**src/rtl/mmc1_mapper_ctrl.sv**
```systemverilog
// MMC1-style serial-load bank controller: turns CPU writes at $8000-$FFFF into
// five-bit serial register loads and produces banked PRG/CHR addresses and mirroring.
module mmc1_mapper_ctrl #(
  parameter int PRG_AW = 18,
  parameter int CHR_AW = 17
) (
  input  logic              clk_in,
  input  logic              rst_in,
  input  logic              prg_nce_in,
  input  logic [14:0]       prg_a_in,
  input  logic              prg_r_nw_in,
  input  logic [7:0]        prg_d_in,
  input  logic [13:0]       chr_a_in,
  output logic [PRG_AW-1:0] prg_rom_a_out,
  output logic [CHR_AW-1:0] chr_rom_a_out,
  output logic              ciram_nce_out,
  output logic              ciram_a10_out,
  output logic              wram_en_out
);

  logic       wr_act;
  logic       wr_q;
  logic       strobe;
  logic [4:0] shift_r;
  logic [4:0] ctrl_r;
  logic [4:0] chr0_r;
  logic [4:0] chr1_r;
  logic [4:0] prg_r;
  logic [4:0] load_val;

  // Edge-detect the write so a slow bus cycle spanning many clocks loads once.
  assign wr_act   = ~prg_nce_in & ~prg_r_nw_in;
  assign strobe   = wr_act & ~wr_q;
  assign load_val = {prg_d_in[0], shift_r[4:1]};

  always_ff @(posedge clk_in or posedge rst_in) begin
    if (rst_in) begin
      wr_q    <= 1'b0;
      shift_r <= 5'b10000;
      ctrl_r  <= 5'h0C;
      chr0_r  <= 5'h00;
      chr1_r  <= 5'h00;
      prg_r   <= 5'h00;
    end else begin
      wr_q <= wr_act;
      if (strobe) begin
        if (prg_d_in[7]) begin
          shift_r <= 5'b10000;
          ctrl_r  <= ctrl_r | 5'h0C;
        end else if (!shift_r[0]) begin
          shift_r <= load_val;
        end else begin
          // Sentinel reached bit 0: this is the fifth bit, commit and restart.
          shift_r <= 5'b10000;
          case (prg_a_in[14:13])
            2'd0:    ctrl_r <= load_val;
            2'd1:    chr0_r <= load_val;
            2'd2:    chr1_r <= load_val;
            default: prg_r  <= load_val;
          endcase
        end
      end
    end
  end

  logic [3:0]  prg_bank;
  logic [17:0] prg_addr;
  logic [16:0] chr_addr;
  logic        a10;

  always_comb begin
    prg_bank = prg_r[3:0];
    prg_addr = {prg_r[3:1], prg_a_in};
    case (ctrl_r[3:2])
      2'd2: begin
        prg_bank = prg_a_in[14] ? prg_r[3:0] : 4'h0;
        prg_addr = {prg_bank, prg_a_in[13:0]};
      end
      2'd3: begin
        prg_bank = prg_a_in[14] ? 4'hF : prg_r[3:0];
        prg_addr = {prg_bank, prg_a_in[13:0]};
      end
      default: ;
    endcase
  end

  always_comb begin
    chr_addr = {chr0_r[4:1], chr_a_in[12:0]};
    if (ctrl_r[4])
      chr_addr = {(chr_a_in[12] ? chr1_r : chr0_r), chr_a_in[11:0]};
  end

  always_comb begin
    a10 = 1'b0;
    case (ctrl_r[1:0])
      2'd0: a10 = 1'b0;
      2'd1: a10 = 1'b1;
      2'd2: a10 = chr_a_in[10];
      2'd3: a10 = chr_a_in[11];
      default: ;
    endcase
  end

  assign prg_rom_a_out = prg_addr;
  assign chr_rom_a_out = chr_addr;
  assign ciram_a10_out = a10;
  assign ciram_nce_out = ~chr_a_in[13];
  assign wram_en_out   = ~prg_r[4];

endmodule

```
**config.mk**
```make
export PLATFORM = sky130hd
export DESIGN_NAME = mmc1_mapper_ctrl
export DESIGN_NICKNAME = d
export VERILOG_FILES = /design/src/rtl/mmc1_mapper_ctrl.sv
export SDC_FILE = /design/constraint.sdc
export NUM_CORES = 1
export LEC_CHECK = 0
export CORE_MARGIN = 4
export CORE_UTILIZATION = 41
export DETAILED_ROUTE_END_ITERATION = 10
export GPL_ROUTABILITY_DRIVEN = 0
export PLACE_DENSITY = 0.85
export SLEW_MARGIN = 30
export SYNTH_ARGS = -nofsm -noshare
export SYNTH_HDL_FRONTEND = slang
export SYNTH_SLANG_ARGS = --single-unit
```
**constraint.sdc**
```tcl
create_clock -name clk_in -period 2.3 [get_ports clk_in]
set_clock_uncertainty 0.15 [all_clocks]
set_input_delay 0.345 -clock clk_in [delete_from_list [all_inputs] [get_ports clk_in]]
set_output_delay 0.345 -clock clk_in [all_outputs]
set_load 0.005 [all_outputs]
```
== Word level (Yosys, flattened, before mapping) ==
Index checks and enable logic that the tools add are counted.
Storage, ports and cells
  register bits: 26
  output and inout bits: 38
  word-level logic and storage cells: 44
  input bits: 41
Operators by class
  reductions and logical operators: 10
  bitwise gates (word level): 9
  equal/unequal tests: 7
  multiplexer cells: 11
Operators with widths (number)
  18-bit one-hot mux with 2 select lines: 1
  4-bit 2-to-1 mux: 5
  17-bit 2-to-1 mux: 1
  4-bit AND reduction: 4
  5-bit 2-to-1 mux: 3
  2-bit == test (second input constant): 5
  1-bit inverter: 7
  2-bit by 1-bit == test with 1-bit output (second input constant): 2
  2-bit logical NOT: 2
  1-bit one-hot mux with 4 select lines: 1
  2-bit nonzero test: 2
  3-bit AND reduction: 1
  3-bit OR reduction: 1
  1-bit AND: 2

== Logic depth before layout (Yosys ltp) ==
Gate-level depths: netlist of run 1.
  word-level depth: 4
  mapped depth: 4
  mapped depth without buffers: 3

== Worst setup path after synthesis of run 1 ==
OpenSTA, ideal clock, no wires.
  kind: input to register
  from: input port prg_d_in[7]
  to: register chr1_r[4]
  slack: 0.709 ns
  setup time: 0.125 ns
  stages on the path: 4
  path buffers: 1
  data required time: 2.025 ns
  arrival: 1.316 ns
  path through: nor4_4 > and4b_1 > buf_2 > mux2_2
On the way
  word-level cells in the longest chain between the ends: 2
Ends and longest elaborated chain
  from (decl): RTL line 12  | input logic [7:0] prg_d_in,
  1-bit inverter (no line)
  4-bit AND reduction (no line)
  to (signal assigned): RTL line 58  | 2'd2: chr1_r <= load_val;
  to (decl): RTL line 27  | logic [4:0] chr1_r;
Every way passes these cells.
A chain may end at the register's enable or synchronous reset.

== Worst setup path in the final report of run 1 ==
  from: input port chr_a_in[12]
  to: output port chr_rom_a_out[13]
On the way
  word-level cells in the longest chain between the ends: 2
Ends and longest elaborated chain
  from (decl): RTL line 13  | input logic [13:0] chr_a_in,
  5-bit 2-to-1 mux: RTL line 90  | chr_addr = {(chr_a_in[12] ? chr1_r : chr0_r), chr_a_in[11:0]};
  17-bit 2-to-1 mux: RTL line 89  | if (ctrl_r[4])
  to (decl): RTL line 15  | output logic [CHR_AW-1:0] chr_rom_a_out,
Every way passes these cells.

==> results of run 1 <==
==> what timing repair did <==
action	4_1_cts	5_1_grt
setup buffers	0	0
setup endpoints to repair	0	3
hold buffers	0	0
gates resized for setup	0	3
==> per-stage QoR <==
step	area (µm²)	instances	power [mW]	hold slack, ns
finish	1620	184	0.921	0.222
global route	1620	184	0.956	0.271
CTS	1610	184	0.925	0.227
detailed placement	1550	180	0.621	0.343
global placement	1550	180	0.614	0.334
floorplan	1410	132	0.585	0.233
==> routing by layer <==
metal | share of wire | wire (µm) | up-vias | track usage
li1 | - | - | 442 | -
met1 | 0.41 | 1130 | 468 | 0.163
met2 | 0.49 | 1350 | 48 | 0.212
met3 | 0.089 | 246 | 5 | 0.0455
met4 | 0.013 | 35 | 0 | 0.0482
met5 | 0 | 0 | - | 0
==> state kept, by name (all words and copies together) (netlist names) <==
name     count
chr0_r       5
chr1_r       5
ctrl_r       5
prg_r        5
shift_r      5
wr_q         1
==> worst paths after layout <==
| kind | endpoint | slack [ns] | cells past startpoint |
|---|---|---|---|
| setup / recovery | chr_rom_a_out[13] | 0.08 | 4 |
| hold / removal | ctrl_r[1]$_DFFE_PP0P_ | 0.22 | 3 |
| setup reg to reg | chr1_r[3]$_DFFE_PP0P_ | 0.62 | 3 |
| hold reg to reg | chr0_r[3]$_DFFE_PP0P_ | 0.37 | 1 |
| max in group asynchronous | ctrl_r[3]$_DFFE_PP1P_ | 1.48 | 3 |
| min in group clk_in | chr0_r[3]$_DFFE_PP0P_ | 0.37 | 1 |
==> final cells by class <==
class / instances / area share
multi-input cells: 72 / 0.331
inverters: 5 / 0.0116
flip-flops and latches: 26 / 0.404
well taps: 46 / 0.0355
clock inverters: 1 / 0.0185
clock buffers: 3 / 0.0139
repair buffers: 31 / 0.185
==> logic make-up after synthesis <==
logic type	after synthesis	synth area share
flops	26	0.465
buf+inv	34	0.161
compound gates	17	0.0685
mux	22	0.176
simple gates	33	0.129
==> critical path, cell delays in order <==
cell                              delay [ns]
sky130_fd_sc_hd__clkdlybuf4s50_1        0.44
sky130_fd_sc_hd__nand2_2                0.13
sky130_fd_sc_hd__mux2_2                 0.35
sky130_fd_sc_hd__clkdlybuf4s50_1        0.46
==> report_power, final <==
group          switching, mW  total [mW]  internal (mW)
combinational         0.0470       0.109         0.0616
sequential            0.0275       0.506          0.478
clock                  0.131       0.307          0.176
==> placed cells by master, fill, tap and decap left out <==
| cell | Yosys | layout |
|---|---|---|
| sky130_fd_sc_hd__o22ai_1 | 1 | 1 |
| sky130_fd_sc_hd__nand4b_1 | 1 | 1 |
| sky130_fd_sc_hd__nor2_1 | 7 | 7 |
| sky130_fd_sc_hd__o22a_1 | 1 | 1 |
| sky130_fd_sc_hd__and4b_1 | 1 | 1 |
| sky130_fd_sc_hd__nand3_1 | 4 | 4 |
| sky130_fd_sc_hd__nor4_4 | 1 | 1 |
| sky130_fd_sc_hd__inv_1 | 5 | 5 |
| sky130_fd_sc_hd__a31oi_1 | 3 | 3 |
| sky130_fd_sc_hd__o21ai_0 | 1 | 1 |
| sky130_fd_sc_hd__a21oi_1 | 10 | 10 |
| sky130_fd_sc_hd__nor3b_2 | 1 | 1 |
| sky130_fd_sc_hd__or2_2 | 1 | 1 |
| sky130_fd_sc_hd__nand2b_4 | 0 | 1 |
| sky130_fd_sc_hd__nand4_1 | 1 | 1 |
| sky130_fd_sc_hd__clkdlybuf4s50_1 | 0 | 25 |
| sky130_fd_sc_hd__o21a_1 | 1 | 1 |
| sky130_fd_sc_hd__dfstp_2 | 3 | 3 |
| sky130_fd_sc_hd__buf_4 | 26 | 5 |
| sky130_fd_sc_hd__nand2_2 | 0 | 1 |
| sky130_fd_sc_hd__dlymetal6s2s_1 | 0 | 1 |
| sky130_fd_sc_hd__nor3_1 | 2 | 2 |
| sky130_fd_sc_hd__nand2_1 | 11 | 10 |
| sky130_fd_sc_hd__clkbuf_4 | 0 | 3 |
| sky130_fd_sc_hd__mux2_2 | 22 | 22 |
| sky130_fd_sc_hd__nand2b_1 | 2 | 1 |
| sky130_fd_sc_hd__dfrtp_1 | 23 | 23 |
| sky130_fd_sc_hd__bufinv_16 | 0 | 1 |
| sky130_fd_sc_hd__or3_1 | 1 | 1 |
==> flow_metrics.py, run 1 <==
metrics = {
    "grt": {
        "grt_pass1_vias": 980,
        "grt_start_max_net_pins": 27,
        "grt_first_pass_wirelength_um": 4480,
        "globalRouteTotalUtil": 0.132,
        "grt.overflow.total": 0,
        "antenna_found_initial": 0,
    },
    "die": {
        "floorplan.die.width_um": 66.6,
        "start_util": 0.421,
        "design.die.area_mm2": 0.00443,
        "die_h_um": 66.6,
        "rows": 21,
        "design.portCount": 79,
        "design.core.area_mm2": 0.00334,
    },
    "worst_setup_path": {
        "worst-path-max-fanout": 4,
        "worstPathRequired_ns": 1.80,
        "end_kind": "output port",
        "crit_arrival_ns": 1.72,
        "crit_type": "in -> out",
        "launch_point_of_the_worst_path": "chr_a_in[12]",
        "worst_r2r_startpoint": "wr_q$_DFF_PP0_",
        "worstSetupStartpointType": "primary input",
    },
    "cells_and_area": {
        "final.fill_count": 321,
        "area.growth.synth_to_final_pct": 15.1,
        "antenna_cells": 0,
        "final_layout_size_suffix_gt1_frac": 0.283,
        "seq_area_um2": 654,
        "final_core_util": 0.485,
        "final_net_count": 180,
        "total_area_of_multi_input_combinational_cells_um2": 536,
    },
    "route": {
        "drt_wl_total_um": 2770,
        "drt_iter0_drc": 27,
        "vias_per_cell": 5.23,
        "route.antenna.remaining_nets": 0,
        "routed-via-count": 963,
        "drt-pass1-iter-count": 4,
        "drt_drc_violations_left": 0,
        "drt-wirelength-per-cell_um": 15.0,
    },
    "flow_run": {
        "maxCapViolCount": 0,
    },
    "synthesis": {
        "yosys-top-cells-count": "sky130_fd_sc_hd__buf_4, sky130_fd_sc_hd__dfrtp_1, sky130_fd_sc_hd__mux2_2, sky130_fd_sc_hd__nand2_1, sky130_fd_sc_hd__a21oi_1",
        "synth_top_cells_by_area": "sky130_fd_sc_hd__dfrtp_1, sky130_fd_sc_hd__mux2_2, sky130_fd_sc_hd__buf_4, sky130_fd_sc_hd__dfstp_2, sky130_fd_sc_hd__a21oi_1",
        "syn_inst": 132,
        "postSynthRegisterBits": 26,
        "synthesis.yosys.warnings": 0,
        "synth.net_count": 173,
        "synthesis.area_per_instance_um2": 10.7,
        "ys_seq_area_frac": 0.465,
        "synthDistinctLibCells": 25,
        "post-synth-top-count-cell": "sky130_fd_sc_hd__buf_4",
        "synth-edff-count": 0,
        "asyncSetResetFlopFracSynth": 1.00,
        "synthDominantCellAreaShare": 0.409,
        "synth_area_leader_cell": "sky130_fd_sc_hd__dfrtp_1",
        "yosys_most_used_dff": "sky130_fd_sc_hd__dfrtp_1",
        "syn_area_mm2": 0.00141,
    },
    "outcome": {
        "result_of_the_run": "completed",
    },
    "timing": {
        "timing.fmax_mhz": 451,
        "post-route-period-util": 0.965,
        "final.min_clock_period_ns": 2.22,
        "max_slew_margin": 0.786,
        "final_max_slew_viol_count": 0,
        "worst-slew-pin-transition_ns": 0.321,
        "grt_setup_unrepaired": "false",
        "setup_viol_count_final": 0,
        "worst_slack_ns": 0.0809,
        "setup_tns_ns": 0,
        "hold_viol_final": 0,
    },
    "placed_design": {
        "place_worst_setup_slack_ns": 0.0271,
        "portBuffers": 26,
        "hpwl_um": 2080,
    },
    "clocking": {
        "cts.sinks": 26,
        "clk_pin_slew_worst_paths_ns": 0.14,
        "cts_inserted_buffers": 3,
        "clk_root_buffer_cell": "sky130_fd_sc_hd__clkbuf_4",
        "tritoncts": "done",
        "h_tree_depth": 1,
        "clock_tree.buffer_depth": 2,
        "worstSkewPairLatency_ns": 0.31,
    },
    "power_and_ir_drop": {
        "vdd.ir_drop.worst_mv": 0.408,
        "power.density_cell_area_mw_per_mm2": 569,
        "p_leak_nw": 0.764,
    },
    "min_path": {
        "holdCritPathClass": "in -> async",
    },
}
(Power assumes the default switching activity.)
==> run 2: changes to the inputs <==
==> constraint.sdc (replaced) <==
create_clock -name clk_in -period 2.3 [get_ports clk_in]
set_clock_uncertainty 0.15 [all_clocks]
set_input_delay 0.69 -clock clk_in [delete_from_list [all_inputs] [get_ports clk_in]]
set_output_delay 0.69 -clock clk_in [all_outputs]
set_load 0.005 [all_outputs]
==> run 2 against run 1 <==
  * Register-to-register slack better by 0.02 ns
  * Global-route usage increased by 0.85 points
  * Combinational power is essentially flat
  * Sequential share of layout area is 1.7 points lower
  * Worst hold slack improved by 0.15 ns
  * Power is 1.2% higher
  * Largest power group unchanged
==> flow_metrics.py, run 2 (synthesis results as in run 1) <==
metrics = {
    "power_and_ir_drop": {
        "power_report.internal_total_uw": 716,
        "vdd.ir_drop.worst_mv": 0.351,
        "net_switching_power_of_the_design_uw": 216,
        "power.clock.fraction": 0.337,
        "p_leak_nw": 0.850,
        "p_seq_frac": 0.542,
        "power.density_cell_area_mw_per_mm2": 551,
        "netSwitchingFraction": 0.231,
        "comb_power_share": 0.121,
    },
    "die": {
        "design.die.area_mm2": 0.00443,
        "start_util": 0.421,
        "design.core.area_mm2": 0.00334,
        "floorplan.die.width_um": 66.6,
        "die_h_um": 66.6,
        "design.portCount": 79,
        "rows": 21,
    },
    "worst_setup_path": {
        "worst_setup_slack_for_register_to_register_paths_ns": 0.64,
        "worstSetupStartpointType": "primary input",
        "end_kind": "output port",
        "worst-path-max-fanout": 3,
        "crit_arrival_ns": 1.44,
        "crit_type": "in -> out",
        "worstPathRequired_ns": 1.46,
    },
    "clocking": {
        "worstSkewPairLatency_ns": 0.32,
        "tritoncts": "done",
        "clk_root_buffer_cell": "sky130_fd_sc_hd__clkbuf_4",
        "clk_pin_slew_worst_paths_ns": 0.14,
        "cts_inserted_buffers": 3,
        "cts.sinks": 26,
        "clock_tree.buffer_depth": 2,
        "h_tree_depth": 1,
    },
    "cells_and_area": {
        "area.growth.synth_to_final_pct": 20.2,
        "final.fill_count": 313,
        "antenna_cells": 0,
        "most-common-layout-cells": "sky130_fd_sc_hd__dfrtp_1, sky130_fd_sc_hd__mux2_2, sky130_fd_sc_hd__buf_4",
        "final_area_mm2": 0.00169,
        "mostFrequentLayoutCell": "sky130_fd_sc_hd__dfrtp_1",
        "final_layout_size_suffix_gt1_frac": 0.440,
        "final_core_util": 0.507,
        "final_net_count": 192,
    },
    "grt": {
        "grt.overflow.total": 0,
        "globalRouteTotalUtil": 0.140,
        "grt_pass1_vias": 1057,
        "met2_routing_resource_usage_after_global_routing": 0.235,
        "global_route_layer_with_the_greatest_usage": "met2",
        "groute.layer.met1.usage": 0.160,
        "grt_start_max_net_pins": 27,
        "antenna_found_initial": 0,
        "use_met3": 0.0523,
        "grt_first_pass_wirelength_um": 4690,
    },
    "placed_design": {
        "placed_area_mm2": 0.00161,
        "portBuffers": 26,
        "hpwl_um": 2130,
    },
    "timing": {
        "final.min_clock_period_ns": 2.28,
        "timing.fmax_mhz": 439,
        "hold_viol_final": 0,
        "final_max_slew_viol_count": 0,
        "grt_setup_unrepaired": "true",
        "max_slew_margin": 0.785,
        "setup_tns_ns": 0,
        "worst-slew-pin-transition_ns": 0.322,
        "worst_hold_slack_ns": 0.374,
        "setup_viol_count_final": 0,
        "post-route-period-util": 0.990,
    },
    "route": {
        "drt_iter0_drc": 34,
        "vias_per_cell": 5.12,
        "routed-via-count": 1004,
        "drt-pass1-iter-count": 4,
        "drt_wl_total_um": 2920,
        "drt-wirelength-per-cell_um": 14.9,
        "route.antenna.remaining_nets": 0,
        "drt_drc_violations_left": 0,
    },
    "flow_run": {
        "maxCapViolCount": 0,
    },
    "outcome": {
        "result_of_the_run": "completed",
    },
    "min_path": {
        "holdCritPathClass": "reg -> reg",
    },
}
run 2: changes by cell type in the layout (fill, tap and decap cells not counted), sizes merged:
| cell | change |
|---|---|
| clkdlybuf4s50 | -16 |
| buf | +16 |
| clkbuf | +6 |
| clkdlybuf4s15 | +1 |
| dlygate4sd2 | +5 |
run 2: layout make-up:
cell class,instances,area [µm²],area share
multi-input combinational,72,558,0.330
clock buffer,3,22.5,0.0133
tap,46,57.6,0.0340
sequential,26,654,0.387
timing repair buffer,43,349,0.207
inverter,5,18.8,0.0111
clock inverter,1,30.0,0.0178
run 2: worst paths after layout:
path / endpoint / cells past startpoint / start
setup reg to reg: chr1_r[0]$_DFFE_PP0P_ / 3 / wr_q$_DFF_PP0_
min in group asynchronous: ctrl_r[0]$_DFFE_PP0P_ / 3 / rst_in
hold / removal: prg_r[4]$_DFFE_PP0P_ / 1 / prg_r[4]$_DFFE_PP0P_
setup / recovery: chr_rom_a_out[15] / 5 / chr_a_in[12]
max in group asynchronous: ctrl_r[3]$_DFFE_PP1P_ / 3 / rst_in
hold reg to reg: prg_r[4]$_DFFE_PP0P_ / 1 / prg_r[4]$_DFFE_PP0P_
run 2: power groups by stage:
stage	Combinational [mW]	Clock, mW	Sequential (mW)
floorplan	0.0829	0	0.502
global placement	0.110	0	0.510
detailed placement	0.114	0	0.512
CTS	0.116	0.315	0.505
global route	0.126	0.336	0.509
finish	0.112	0.314	0.505
run 2: layer usage:
metal | part of all wire | wire length [µm]
met5 | 0 | 0
met4 | 0.016 | 48
met3 | 0.095 | 278
met2 | 0.49 | 1440
met1 | 0.39 | 1150
run 2: critical path, stage by stage:
cell                      delay, ns
sky130_fd_sc_hd__buf_2         0.11
sky130_fd_sc_hd__nand2_2       0.08
sky130_fd_sc_hd__buf_4         0.11
sky130_fd_sc_hd__mux2_2        0.32
sky130_fd_sc_hd__buf_2         0.12
run 2: metrics by stage:
| stage | std cells | power (mW) | worst slack [ns] |
|---|---|---|---|
| global route | 196 | 0.971 | -0.0272 |
| floorplan | 132 | 0.585 | 0.183 |
| detailed placement | 188 | 0.626 | -0.643 |
| finish | 196 | 0.932 | 0.0233 |
| CTS | 195 | 0.936 | -0.0787 |
| global placement | 188 | 0.620 | -0.605 |
run 2: what timing repair did:
| action | CTS | global route |
|---|---|---|
| buffers inserted | 3 | 1 |
| resized for setup | 45 | 9 |
| pin swaps | 3 | 3 |
| gates cloned | 0 | 0 |
| hold buffers | 0 | 0 |
| endpoints found under the setup margin | 14 | 8 |
==> run 3: changes to the inputs <==
Settings changed: CORE_ASPECT_RATIO set to 0.6.
==> run 3 against run 2 <==
  * Setup slack lost 0.021 ns
  * Clock power grew 21%
  * Sequential power is essentially flat
  * Global-route usage grew 0.19 points
  * Register-to-register slack lost 0.14 ns
  * Core utilization grew 2.1 points
  * Via count grew 2.5%
  * Power grew 7.8%
  * Wire length grew 10%
  * Fmax shrank 0.92%
  * Largest cell class unchanged
==> flow_metrics.py, run 3 (synthesis results as in run 1) <==
metrics = {
    "timing": {
        "final.min_clock_period_ns": 2.30,
        "final_max_slew_viol_count": 0,
        "max_slew_margin": 0.744,
        "post-route-period-util": 0.999,
        "setup_viol_count_final": 0,
        "worst_hold_slack_ns": 0.365,
        "timing.fmax_mhz": 435,
        "worst-slew-pin-transition_ns": 0.384,
        "grt_setup_unrepaired": "true",
        "setup_tns_ns": 0,
        "worst_slack_ns": 0.00219,
        "hold_viol_final": 0,
    },
    "die": {
        "design.die.area_mm2": 0.00446,
        "design.portCount": 79,
        "start_util": 0.428,
        "floorplan.die.width_um": 83.6,
        "design.core.area_mm2": 0.00328,
        "die_h_um": 53.4,
        "rows": 16,
    },
    "power_and_ir_drop": {
        "netSwitchingFraction": 0.229,
        "vdd.ir_drop.worst_mv": 0.431,
        "p_leak_nw": 0.872,
        "p_seq_frac": 0.504,
        "net_switching_power_of_the_design_uw": 230,
        "power.density_cell_area_mw_per_mm2": 579,
        "report.power.total_mw": 1.00,
        "power_report.internal_total_uw": 774,
        "comb_power_share": 0.118,
        "power.clock.fraction": 0.378,
    },
    "worst_setup_path": {
        "cpMaxStageDelayCell": "sky130_fd_sc_hd__clkdlybuf4s50_1",
        "cp_cell_sequence": "clkdlybuf4s50_1 > inv_1 > dlygate4sd2_1",
        "worstRegToRegCells": 5,
        "crit_type": "in -> out",
        "worst_r2r_startpoint": "wr_q$_DFF_PP0_",
        "worst_setup_slack_for_register_to_register_paths_ns": 0.50,
        "crit_path_max_incr_delay_ns": 0.47,
        "worst-path-max-fanout": 1,
        "worstPathRequired_ns": 1.46,
        "launch_point_of_the_worst_path": "chr_a_in[13]",
        "worstSetupStartpointType": "primary input",
        "end_kind": "output port",
        "crit_arrival_ns": 1.46,
    },
    "outcome": {
        "result_of_the_run": "completed",
    },
    "cells_and_area": {
        "area.growth.synth_to_final_pct": 23.2,
        "final_net_count": 192,
        "mostFrequentLayoutCell": "sky130_fd_sc_hd__dfrtp_1",
        "antenna_cells": 0,
        "most-common-layout-cells": "sky130_fd_sc_hd__dfrtp_1, sky130_fd_sc_hd__mux2_2, sky130_fd_sc_hd__buf_4",
        "final_area_mm2": 0.00173,
        "final_layout_size_suffix_gt1_frac": 0.420,
    },
    "min_path": {
        "min_from": "chr1_r[0]$_DFFE_PP0P_",
        "holdCritPathClass": "reg -> reg",
        "worst_hold_path_depth": 1,
    },
    "clocking": {
        "worstSkewPairLatency_ns": 0.27,
        "clock_tree.buffer_depth": 2,
        "clk_root_buffer_cell": "sky130_fd_sc_hd__clkbuf_8",
        "h_tree_depth": 1,
        "clk_pin_slew_worst_paths_ns": 0.09,
        "tritoncts": "done",
        "cts.sinks": 26,
        "cts_inserted_buffers": 3,
    },
    "grt": {
        "groute.layer.met1.usage": 0.170,
        "met2_routing_resource_usage_after_global_routing": 0.232,
        "grt_first_pass_wirelength_um": 5000,
        "grt_pass1_vias": 1050,
        "antenna_found_initial": 0,
        "global_route_layer_with_the_greatest_usage": "met2",
        "use_met3": 0.0451,
        "grt_start_max_net_pins": 18,
        "globalRouteTotalUtil": 0.142,
        "grt.overflow.total": 0,
    },
    "flow_run": {
        "maxCapViolCount": 0,
    },
    "route": {
        "routed-via-count": 1029,
        "route.antenna.remaining_nets": 0,
        "drt_iter0_drc": 44,
        "drt-pass1-iter-count": 4,
        "drt_wl_total_um": 3220,
        "vias_per_cell": 5.28,
        "drt_drc_violations_left": 0,
        "drt-wirelength-per-cell_um": 16.5,
    },
    "placed_design": {
        "hpwl_um": 2170,
        "placed_area_mm2": 0.00158,
        "portBuffers": 26,
        "place_worst_setup_slack_ns": -0.669,
    },
}
run 3: cell types whose count changed in the layout (fill, tap and decap cells not counted), moves of 3 or more:
cell / change
sky130_fd_sc_hd__clkbuf_8: +3
sky130_fd_sc_hd__clkbuf_4: -3
sky130_fd_sc_hd__clkbuf_2: -5
sky130_fd_sc_hd__dlygate4sd2_1: +4
run 3: layout make-up:
| class | count | area, µm² |
|---|---|---|
| inverter | 5 | 18.8 |
| sequential | 26 | 654 |
| clock inverter | 1 | 30.0 |
| fill | 288 | 1550 |
| timing repair buffer | 43 | 364 |
| multi-input combinational | 72 | 568 |
| tap | 45 | 56.3 |
| clock buffer | 3 | 41.3 |
run 3: path summary, 6_finish.rpt:
| path | end |
|---|---|
| worst max register to register | prg_r[4]$_DFFE_PP0P_ |
| worst min register to register | chr1_r[0]$_DFFE_PP0P_ |
| min in group asynchronous | prg_r[3]$_DFFE_PP0P_ |
| max in group asynchronous | shift_r[1]$_DFFE_PP0P_ |
| worst min-delay path | chr1_r[0]$_DFFE_PP0P_ |
| worst max-delay path | ciram_nce_out |
run 3: worst max-delay path: cells and delay by family:
| kind | cells | cell delay (ns) |
|---|---|---|
| buf+inv | 3 | 0.77 |
run 3: power groups by stage:
stage          sequential, mW  clock, mW  combinational (mW)
6_report                0.506      0.380               0.118
3_5_place_dp            0.512          0               0.112
3_3_place_gp            0.509          0               0.106
2_1_floorplan           0.502          0              0.0829
4_1_cts                 0.503      0.383               0.112
5_1_grt                 0.510      0.407               0.130
run 3: timing repair:
item,CTS,global route
setup buffers,7,1
setup endpoints to repair,19,16
gates resized for setup,41,13
hold buffers,0,0
endpoints found under the hold margin,0,0
pin swaps,4,4
run 3: routing by layer:
| metal | routed length (µm) | up-vias |
|---|---|---|
| met1 | 1350 | 512 |
| met5 | 0 | - |
| met3 | 208 | 18 |
| li1 | - | 463 |
| met4 | 116 | 0 |
| met2 | 1540 | 36 |
run 3: metrics by stage:
stage / util / std cells
after floorplan: - / 132
after global placement: 0.482 / 183
after detailed placement: 0.482 / 183
after CTS: 0.514 / 194
after global routing: 0.528 / 195
final: 0.528 / 195
